**src/rtl/mul32_seq_pkg.sv**
```systemverilog
// Shared types, widths and step decode for the iterative 32x32 multiplier.
package mul32_seq_pkg;

    typedef enum logic [1:0] {
        IDLE,
        MUL,
        DONE
    } mul32_state_t;

    localparam int unsigned MUL32_STEPS  = 4;
    localparam int unsigned MUL32_HALF_W = 16;
    localparam int unsigned MUL32_PROD_W = 64;

    typedef struct packed {
        logic       x_hi;
        logic       y_hi;
        logic [5:0] shift;
    } step_sel_t;

    // Partial-product order: xl*yl, xl*yh, xh*yl, xh*yh.
    function automatic step_sel_t step_sel(input logic [1:0] step);
        step_sel_t s;
        case (step)
            2'd0:    s = '{x_hi: 1'b0, y_hi: 1'b0, shift: 6'd0};
            2'd1:    s = '{x_hi: 1'b0, y_hi: 1'b1, shift: 6'd16};
            2'd2:    s = '{x_hi: 1'b1, y_hi: 1'b0, shift: 6'd16};
            default: s = '{x_hi: 1'b1, y_hi: 1'b1, shift: 6'd32};
        endcase
        return s;
    endfunction

    // Lowest enabled step index at or above 'from'.
    function automatic logic [1:0] next_enabled(input logic [MUL32_STEPS-1:0] mask,
                                                input logic [2:0] from);
        logic [1:0] r;
        logic       found;
        r     = '0;
        found = 1'b0;
        for (int unsigned i = 0; i < MUL32_STEPS; i++) begin
            if (!found && i >= 32'(from) && mask[i]) begin
                r     = 2'(i);
                found = 1'b1;
            end
        end
        return r;
    endfunction

    function automatic logic has_enabled(input logic [MUL32_STEPS-1:0] mask,
                                         input logic [2:0] from);
        return |(mask >> from);
    endfunction

endpackage

```
**src/rtl/mul32_seq_mult.sv**
```systemverilog
// Existing 16x16 unsigned combinational multiplier, time-shared by mul32_seq.
import mul32_seq_pkg::*;

module multiplier16b (
    input  logic [MUL32_HALF_W-1:0]   a,
    input  logic [MUL32_HALF_W-1:0]   b,
    output logic [2*MUL32_HALF_W-1:0] p
);

    assign p = a * b;

endmodule

```
**src/rtl/mul32_seq.sv**
```systemverilog
// Iterative 32x32->64 unsigned multiplier over four 16x16 partial products.
// Define MUL32_SEQ_ZERO_SKIP_EN to skip steps whose operand halves contain a zero.
import mul32_seq_pkg::*;

module mul32_seq #(
    parameter int HALF_W = 16
) (
    input  logic        clk,
    input  logic        rst,
    input  logic        in_valid,
    output logic        in_ready,
    input  logic [31:0] x,
    input  logic [31:0] y,
    output logic        out_valid,
    input  logic        out_ready,
    output logic [63:0] z,
    output logic        busy
);

    mul32_state_t              state;
    logic [1:0]                step;
    logic [2*HALF_W-1:0]       xr;
    logic [2*HALF_W-1:0]       yr;
    logic [MUL32_PROD_W-1:0]   acc;

    step_sel_t                 sel;
    logic [HALF_W-1:0]         a_op;
    logic [HALF_W-1:0]         b_op;
    logic [2*HALF_W-1:0]       pp;
    logic [MUL32_PROD_W-1:0]   addend;

    logic [1:0]                first_step;
    logic [1:0]                next_step;
    logic                      last_step;
    logic                      accept_empty;

    always_comb begin
        sel    = step_sel(step);
        a_op   = sel.x_hi ? xr[2*HALF_W-1:HALF_W] : xr[HALF_W-1:0];
        b_op   = sel.y_hi ? yr[2*HALF_W-1:HALF_W] : yr[HALF_W-1:0];
        addend = '0;
        addend[2*HALF_W-1:0] = pp;
        addend = addend << sel.shift;
    end

    multiplier16b u_mult (
        .a (a_op),
        .b (b_op),
        .p (pp)
    );

`ifdef MUL32_SEQ_ZERO_SKIP_EN
    logic [MUL32_STEPS-1:0] mask;
    logic [MUL32_STEPS-1:0] accept_mask;

    // Mask bit order matches step_sel: {hh, hl, lh, ll}.
    always_comb begin
        accept_mask = {(|x[31:16]) & (|y[31:16]),
                       (|x[31:16]) & (|y[15:0]),
                       (|x[15:0])  & (|y[31:16]),
                       (|x[15:0])  & (|y[15:0])};
        accept_empty = (accept_mask == '0);
        first_step   = next_enabled(accept_mask, 3'd0);
        next_step    = next_enabled(mask, {1'b0, step} + 3'd1);
        last_step    = !has_enabled(mask, {1'b0, step} + 3'd1);
    end
`else
    always_comb begin
        accept_empty = 1'b0;
        first_step   = '0;
        next_step    = step + 2'd1;
        last_step    = (step == 2'(MUL32_STEPS - 1));
    end
`endif

    always_ff @(posedge clk) begin
        if (rst) begin
            state     <= IDLE;
            step      <= '0;
            acc       <= '0;
            xr        <= '0;
            yr        <= '0;
            in_ready  <= 1'b1;
            out_valid <= 1'b0;
            busy      <= 1'b0;
`ifdef MUL32_SEQ_ZERO_SKIP_EN
            mask      <= '0;
`endif
        end else begin
            case (state)
                IDLE: begin
                    if (in_valid && in_ready) begin
                        xr       <= x;
                        yr       <= y;
                        acc      <= '0;
                        step     <= first_step;
                        busy     <= 1'b1;
                        in_ready <= 1'b0;
`ifdef MUL32_SEQ_ZERO_SKIP_EN
                        mask     <= accept_mask;
`endif
                        if (accept_empty) begin
                            state     <= DONE;
                            out_valid <= 1'b1;
                        end else begin
                            state <= MUL;
                        end
                    end
                end
                MUL: begin
                    acc <= acc + addend;
                    if (last_step) begin
                        state     <= DONE;
                        out_valid <= 1'b1;
                    end else begin
                        step <= next_step;
                    end
                end
                DONE: begin
                    if (out_ready) begin
                        state     <= IDLE;
                        out_valid <= 1'b0;
                        in_ready  <= 1'b1;
                        busy      <= 1'b0;
                    end
                end
                default: state <= IDLE;
            endcase
        end
    end

    assign z = acc;

endmodule

```
**config.mk**
```make
export PLATFORM = sky130hd
export DESIGN_NAME = mul32_seq
export DESIGN_NICKNAME = d
export VERILOG_FILES = /design/src/rtl/mul32_seq_pkg.sv /design/src/rtl/mul32_seq_mult.sv /design/src/rtl/mul32_seq.sv
export SDC_FILE = /design/constraint.sdc
export NUM_CORES = 1
export LEC_CHECK = 0
export CAP_MARGIN = 40
export CORE_ASPECT_RATIO = 0.7
export CORE_MARGIN = 4
export CORE_UTILIZATION = 51
export DETAILED_ROUTE_END_ITERATION = 10
export GPL_TIMING_DRIVEN = 0
export PLACE_DENSITY = 0.74
export RECOVER_POWER = 25
export SLEW_MARGIN = 20
export SYNTH_ARGS = -nofsm -noshare
export SYNTH_HDL_FRONTEND = slang
export SYNTH_SLANG_ARGS = --single-unit
```
**constraint.sdc**
```tcl
create_clock -name clk -period 9.7 [get_ports clk]
set_input_delay 2.91 -clock clk [delete_from_list [all_inputs] [get_ports clk]]
set_output_delay 2.91 -clock clk [all_outputs]
set_load 0.005 [all_outputs]
```
==> results of run 1 <==
logic make-up (layout without fill, tap and decap cells):
logic type / after synthesis / count (layout) / share of synthesized area (%)
buf+inv: 358 / 657 / 7.69
mux: 71 / 71 / 4.30
compound gates: 454 / 454 / 16.0
simple gates: 735 / 736 / 17.9
flops: 135 / 135 / 15.4
fa+ha+maj: 365 / 365 / 34.4
xor+xnor: 86 / 86 / 4.29
per-layer routing:
layer / global-route usage, % / part of all wire [%] / up-vias
met2: 50.1 / 40 / 1052
met1: 51.7 / 44 / 8587
li1: - / - / 7877
met4: 8.46 / 1.9 / 2
met5: 2.08 / 0.17 / -
met3: 16.0 / 14 / 114
power by group through the flow:
stage / clock network (mW) / registers (mW) / logic (mW)
5_1_grt: 0.743 / 0.609 / 0.775
3_3_place_gp: 0 / 0.609 / 0.545
6_report: 0.719 / 0.607 / 0.734
2_1_floorplan: 0 / 0.604 / 0.334
3_5_place_dp: 0 / 0.612 / 0.552
4_1_cts: 0.719 / 0.605 / 0.670
metrics by stage:
stage	hold WS [ns]	total power, mW
finish	0.491	2.06
detailed placement	0.451	1.16
CTS	0.465	1.99
floorplan	0.433	0.938
global placement	0.441	1.15
global route	0.486	2.13
cell usage in the layout, fill, tap and decap left out, types with 14 or more instances in the layout:
master / instances
nand2_1: 357
inv_1: 248
fa_1: 190
nor2_1: 182
a21oi_1: 181
ha_1: 145
dfxtp_1: 133
buf_4: 107
clkdlybuf4s50_1: 90
clkbuf_1: 63
a21o_1: 51
xnor2_1: 48
o21ai_0: 44
dlygate4sd3_1: 43
nand3_1: 41
nand4_1: 30
xor2_1: 29
a22o_1: 29
o21bai_1: 24
clkbuf_16: 22
buf_6: 22
mux2i_4: 21
nor2b_1: 20
mux2_2: 19
ha_4: 19
a21oi_2: 18
mux2_4: 16
nor3_1: 14
state kept, by name, summed over array words and instances, names as in the netlist:
register / count
z: 64
xr: 32
yr: 32
state: 2
step: 2
busy: 1
in_ready: 1
out_valid: 1
critical path: cells and delay by family (launching register included):
family | cells | cell delay [ns]
compound gates | 9 | 1.87
xor+xnor | 2 | 0.26
simple gates | 8 | 1.52
flops | 1 | 0.40
fa+ha+maj | 9 | 3.88
mux | 2 | 0.45
buf+inv | 13 | 1.33
final cells by class:
type	instances	share of cell area, %
buffer	90	2.43
clock buffer	19	1.98
clock inverter	13	0.748
inverter	258	4.25
multi-input combinational	1712	64.6
sequential	135	11.8
tap	464	2.53
timing repair buffer	277	11.6
repair_timing:
item / 4_1_cts / 5_1_grt
pin swaps: 50 / 46
hold endpoints to repair: 0 / 0
buffers inserted: 97 / 30
setup endpoints to repair: 48 / 33
cloned: 5 / 0
gates resized for setup: 221 / 132
worst max path at each step:
stage | startpoint | cells after the start | to | slack [ns]
5_1_grt | step[0] | 39 | z[62] | -0.47
3_3_place_gp | step[0] | 38 | z[57] | -2.81
6_report | step[1] | 43 | z[62] | -0.17
2_1_floorplan | step[0] | 38 | z[62] | 0.01
3_5_place_dp | step[0] | 39 | z[57] | -2.61
4_1_cts | step[0] | 41 | z[62] | -0.02
==> reports/results.env, run 1 <==
RUN_STATUS='finished, violations left'
VIOLATIONS='setup timing'
UTILIZATION_PCT=68.0
WORST_PATH_LARGEST_CELL_DELAY_NS=0.58
HP-CLASS='flip-flop to flip-flop'
ROW_COUNT=56
MAPPEDNETLISTAREA_UM2=17500
CELLLEAKAGEPOWER_nW=10.4
SYNTH_AREA_LEADER_CELL='fa_1'
CLK-INSERTION-DELAY-LATE_NS=0.46
TIMING.RR.END='z[62]'
TRITONCTS='built'
PART_OF_THE_YOSYS_AREA_USED_FOR_SEQUENTIAL_ELEMENTS_PCT=15.4
GRT_PASS1_VIAS=17300
ROUTE.VIAS.TOTAL=17600
CLKSLEWWORSTSETUPHOLDPATHS_NS=0.07
TIMING.FINAL.HOLD_VIOLATIONS=0
MAXCAPVIOLCOUNT=0
CTS_NUM_SINKS=135
SLEW-LIMIT-HEADROOM_PCT=38.4
SETUP.WORST_PATH.END_CLASS='flip-flop'
MIN_FROM='z[23]'
FMAXACHIEVABLE_MHz=101
DRT_DRC_VIOLATIONS_LEFT=0
FIN_CELLS=2968
DRT_WL_TOTAL_UM=68800
DIE_HEIGHT_UM=163
POST_SYNTH_NUM_CELL_TYPES=62
YOSYSMOSTFREQUENTCELL='nand2_1'
WORST_R2R_PATH_DEPTH=43
AREA_USED_BY_MULTI_INPUT_COMBINATIONAL_LOGIC_UM2=14800
MAX-VDD-IR-DROP_mV=0.122
FINALNETCOUNT=2924
SYNTHESIS.INSTANCES=2204
GRT_START_MAX_NET_PINS=17
FP.COREAREA_UM2=33700
YS_FF_LATCH=135
FINALWORSTSETUPSLACK_NS=-0.174
DATA_REQUIRED_TIME_OF_THE_CRITICAL_PATH_NS=10.05
SYNTHESIS.YOSYS.WARNINGS=0
WORSTPATHARRIVAL_NS=10.22
DRTITER0DRC=1928
FINAL_MIN_PERIOD_OVER_CLOCK_PERIOD_PCT=102
SHARE_CLK_OF_TOTAL_POWER_PCT=34.9
ROUTEDWLPERCELL_UM=23.2
FF_LATCH_AREA_UM2=2710
SYNTH_ENABLE_FLOP_CELLS=0
SYNTH-MAIN-FF-CELL='dfxtp_1'
UNREPAIRED_SETUP_ENDPOINTS_AFTER_GLOBAL_ROUTING='yes'
NFILLCELLS=2739
GRT_FIRST_PASS_WIRELENGTH_UM=103000
GLOBALPLACE.CONGESTION=1.01
TIMING.FINAL.MAX_SLEW_VIOLATIONS=0
DIEWIDTH_UM=230
IO_PINS=135
YS_ASYNC_SR_FRACTION_PCT=0
POST_ROUTE_CELLS_DRIVE_ABOVE_1_SHARE_PCT=16.9
DPL.HPWL_UM=52400
IO_BUFFERS=133
RRSETUPSLACK_NS=-0.17
INITIAL_CORE_UTIL_PCT=52.0
SETUP_TNS_NS=-0.710
DR.PASS1.ITERS=7
DPL.CELL_COUNT=2810
NETLIST_TOP_CELLS_AREA='fa_1, dfxtp_1, ha_1'
CLK_PATH_BUF_DEPTH=2
CRIT_FANOUT=5
NUM_ANTENNA_CELLS=0
OVERFLOW=0
POSTLAYOUTCELLAREA_UM2=22900
CRITPATHLAUNCHTYPE='flip-flop'
FINAL_ANTENNA_NET_COUNT=0
POSTSYNTHNETCOUNT=2637
P_SW_SHARE_PCT=37.4
REG2REG_FROM='step[1]'
CTS-BUFFERS-INSERTED=17
PWR-SHARE-SEQ_PCT=29.5
DIEAREA_UM2=37500
CTS_HTREE_LEVELS=4
PWR-SHARE-COMB_PCT=35.6
POWER.DENSITY_CELL_AREA_nW_PER_UM2=89.9
SYNTH.TOP_CELLS.BY_COUNT='nand2_1, inv_1, a21oi_1, nor2_1, fa_1'
CPMAXSTAGEDELAYCELL='fa_1'
LAYOUT_MIN_CYCLE_TIME_NS=9.87
SYNTH_TOP_CELL_AREA_SHARE_PCT=22.3
SINK_OF_THE_WORST_HOLD_PATH='z[23]'
NETSWITCHINGPOWER_uW=770
AVERAGE_VIA_COUNT_PER_STANDARD_CELL=5.94
LAYOUT-AREA-OVERHEAD-VS-SYNTH_PCT=30.6
MAX_SLEW.WORST_PIN.SLEW_NS=0.924
DPL-INSTANCE-AREA_UM2=19600
FINALSETUPVIOLCOUNT=8
WORST_CLK_SKEW_NS=0.0116
HOLDBUFCOUNTCTS=0
SYN_AREA_PER_CELL_UM2=7.96
WORST_HOLD_PATH.NUM_CELLS=2
INTERNAL_POWER_mW=1.29
GRT_ANTENNA_BEFORE_REPAIR=1
POST-PLACE-WS_NS=-2.61
GLOBALROUTETOTALUTIL_PCT=36.2
CTS.ROOT.BUFFER_CELL='clkbuf_16'
CRITICAL_PATH_CLASS='flip-flop to flip-flop'
(Power assumes the default switching activity.)
==> run 2: changes to the inputs <==
- CTS_BUF_LIST: unset -> sky130_fd_sc_hd__clkbuf_4 sky130_fd_sc_hd__clkbuf_8 sky130_fd_sc_hd__clkbuf_16
==> results of run 2 <==
Same layout as run 1: the final DEF is identical, and so are final timing and power.
==> run 3: changes to the inputs <==
--- a/config.mk
+++ b/config.mk
@@ -14,5 +14,4 @@
 export GPL_TIMING_DRIVEN = 0
 export PLACE_DENSITY = 0.74
-export RECOVER_POWER = 25
 export SLEW_MARGIN = 20
 export SYNTH_ARGS = -nofsm -noshare
==> constraint.sdc (replaced) <==
create_clock -name clk -period 9.7 [get_ports clk]
set_input_delay 1.94 -clock clk [delete_from_list [all_inputs] [get_ports clk]]
set_output_delay 1.94 -clock clk [all_outputs]
set_load 0.005 [all_outputs]
==> run 3 against run 2 <==
The run still ends with setup timing left. Die area is the same. Via count shrank 0.18%. Routed wire length rose by 0.18%. Utilization stayed put. Critical endpoint unchanged. Register-to-register slack barely moved. Clock power about the same. Clock skew about the same. Non-clock buffer count stayed put. Sequential power hardly changed.
==> reports/results.env, run 3 (synthesized netlist as in run 1, its figures left out) <==
GRT_FIRST_PASS_WIRELENGTH_UM=103000  # unchanged
NFILLCELLS=2739  # unchanged
RUN_STATUS='finished, violations left'  # unchanged
DRT_WL_TOTAL_UM=68900  # was 68800 um
FMAXACHIEVABLE_MHz=101  # about the same
CLKSLEWWORSTSETUPHOLDPATHS_NS=0.07  # about the same
ROUTEDWLPERCELL_UM=23.2  # about the same
FINAL_CELL_MIX='nand2_1, inv_1, fa_1'  # unchanged
WORST_PATH_LARGEST_CELL_DELAY_NS=0.58  # about the same
MAXCAPVIOLCOUNT=0  # unchanged
HOLDBUFCOUNTCTS=0  # unchanged
DIE_HEIGHT_UM=163  # unchanged
FP.COREAREA_UM2=33700  # unchanged
CRITPATHLAUNCHTYPE='flip-flop'  # unchanged
FINAL_MIN_PERIOD_OVER_CLOCK_PERIOD_PCT=102  # about the same
MAX-VDD-IR-DROP_mV=0.122  # about the same
CRITICAL_PATH.N_BUFFERS_INVERTERS=13  # unchanged
CLK_PATH_BUF_DEPTH=2  # unchanged
UNREPAIRED_SETUP_ENDPOINTS_AFTER_GLOBAL_ROUTING='yes'  # unchanged
CELLLEAKAGEPOWER_nW=10.2  # was 10.4 nW
GRT_START_MAX_NET_PINS=17  # unchanged
NUMBER_OF_FLIP_FLOPS_IN_THE_LARGEST_REGISTER=64  # unchanged
WORST_CLK_SKEW_NS=0.0114  # was 0.0116 ns
ROW_COUNT=56  # unchanged
GLOBALROUTETOTALUTIL_PCT=36.2  # unchanged
AVERAGE_VIA_COUNT_PER_STANDARD_CELL=5.93  # was 5.94
CTS_NUM_SINKS=135  # unchanged
POST-PLACE-WS_NS=-2.61  # unchanged
FINAL_ANTENNA_NET_COUNT=0  # unchanged
TIMING.CRITICAL_PATH.MAX_DELAY_FAMILY='adder cells'  # unchanged
DRT_DRC_VIOLATIONS_LEFT=0  # unchanged
DIEAREA_UM2=37500  # unchanged
CLK-INSERTION-DELAY-LATE_NS=0.46  # about the same
VIOLATIONS='setup timing'  # unchanged
HP-CLASS='flip-flop to flip-flop'  # unchanged
LAYOUT-AREA-OVERHEAD-VS-SYNTH_PCT=30.6  # unchanged
LAYOUT_MIN_CYCLE_TIME_NS=9.87  # about the same
DATA_REQUIRED_TIME_OF_THE_CRITICAL_PATH_NS=10.05  # about the same
DPL.HPWL_UM=52400  # unchanged
SETUP.WORST_PATH.END_CLASS='flip-flop'  # unchanged
OVERFLOW=0  # unchanged
TIMING.FINAL.HOLD_VIOLATIONS=0  # unchanged
GLOBALPLACE.CONGESTION=1.01  # unchanged
TIMING.FINAL.MAX_SLEW_VIOLATIONS=0  # unchanged
CTS.ROOT.BUFFER_CELL='clkbuf_16'  # unchanged
DIEWIDTH_UM=230  # unchanged
NUM_ANTENNA_CELLS=0  # unchanged
CPMAXSTAGEDELAYCELL='fa_1'  # unchanged
FINALSETUPVIOLCOUNT=8  # unchanged
WORSTPATHARRIVAL_NS=10.23  # was 10.22 ns
INITIAL_CORE_UTIL_PCT=52.0  # unchanged
DR.PASS1.ITERS=8  # was 7
COMMONEST_NON_FILL_NON_TAP_CELL_IN_THE_LAYOUT='nand2_1'  # unchanged
IO_PINS=135  # unchanged
ROUTE.VIAS.TOTAL=17600  # about the same
TRITONCTS='built'  # unchanged
CTS-BUFFERS-INSERTED=17  # unchanged
IO_BUFFERS=133  # unchanged
CRITICAL_PATH_CLASS='flip-flop to flip-flop'  # unchanged
CRIT_FANOUT=5  # unchanged
DRTITER0DRC=1931  # was 1928
HOLDWS_NS=0.485  # was 0.491 ns
CTS_HTREE_LEVELS=4  # unchanged
FINALNETCOUNT=2924  # unchanged
POWER.DENSITY_CELL_AREA_nW_PER_UM2=90.0  # was 89.9 nW/um2
FINALWORSTSETUPSLACK_NS=-0.174  # about the same
MAX_SLEW.WORST_PIN.SLEW_NS=0.907  # was 0.924 ns
GRT_PASS1_VIAS=17300  # unchanged
GRT_ANTENNA_BEFORE_REPAIR=1  # unchanged
POST_ROUTE_CELLS_DRIVE_ABOVE_1_SHARE_PCT=16.9  # unchanged
SLEW-LIMIT-HEADROOM_PCT=39.5  # was 38.4%
## run 3: cell types whose count changed in the layout (fill, tap and decap cells not counted), sizes merged
cell | previous run | this run
clkdlybuf4s50 | 90 | 133
dlygate4sd3 | 43 | 0
## run 3: timing repair
action / 4_1_cts / 5_1_grt
resized for setup: 221 / 132
setup buffers: 97 / 30
endpoints found under the setup margin: 48 / 33
pin swaps: 50 / 46
gates cloned: 5 / 0
## run 3: layer usage
layer  vias to the layer above  global-route usage (%)  wire, um
met5                         -                    2.08       116
met4                         2                    8.46      1290
met3                       108                    16.0      9410
met2                       992                    50.1     27800
met1                      8623                    51.7     30300
li1                       7875                       -         -
## run 3: where the power goes
group / switching (mW) / leakage (nW) / internal [mW]
Sequential: 0.0295 / 1.10 / 0.578
Combinational: 0.443 / 8.84 / 0.293
Clock: 0.298 / 0.300 / 0.421
## run 3: worst register-to-register path, delay by kind of cell (launching register included)
kind / cells / cell delay (ns)
AOI/OAI and AO/OA: 9 / 1.87
xor gates and xnor gates: 2 / 0.26
adders and majority gates: 9 / 3.89
buffers and inverters: 13 / 1.36
DFF: 1 / 0.40
muxes: 2 / 0.46
and+or+nand+nor: 8 / 1.54
## run 3: final timing paths
kind	to	depth (start not counted)	slack, ns	from
setup / recovery	z[62]	43	-0.17	step[1]
hold / removal	yr[25]	2	0.49	yr[25]
setup reg to reg	z[62]	43	-0.17	step[1]
hold reg to reg	yr[25]	2	0.49	yr[25]
## run 3: layout make-up
class,count,area [um2],share of cell area [%]
repair buffers,277,2660,11.6
inverters,258,973,4.25
well taps,464,581,2.53
flip-flops and latches,135,2710,11.8
clock buffers,19,453,1.98
multi-input cells,1712,14800,64.6
clock inverters,13,171,0.748
plain buffers,90,556,2.43
## run 3: through the flow
step           utilization (%)  setup TNS [ns]  cells  power [mW]  instance area (um2)
6_report                  68.0          -0.766   2968        2.06                22900
5_1_grt                   68.0           -4.33   2968        2.13                22900
4_1_cts                   65.7         -0.0223   2941        1.99                22100
3_5_place_dp              58.0          -69.85   2810        1.16                19600
3_3_place_gp              57.8          -81.77   2801        1.15                19500
2_1_floorplan                -               0   2204       0.938                17600
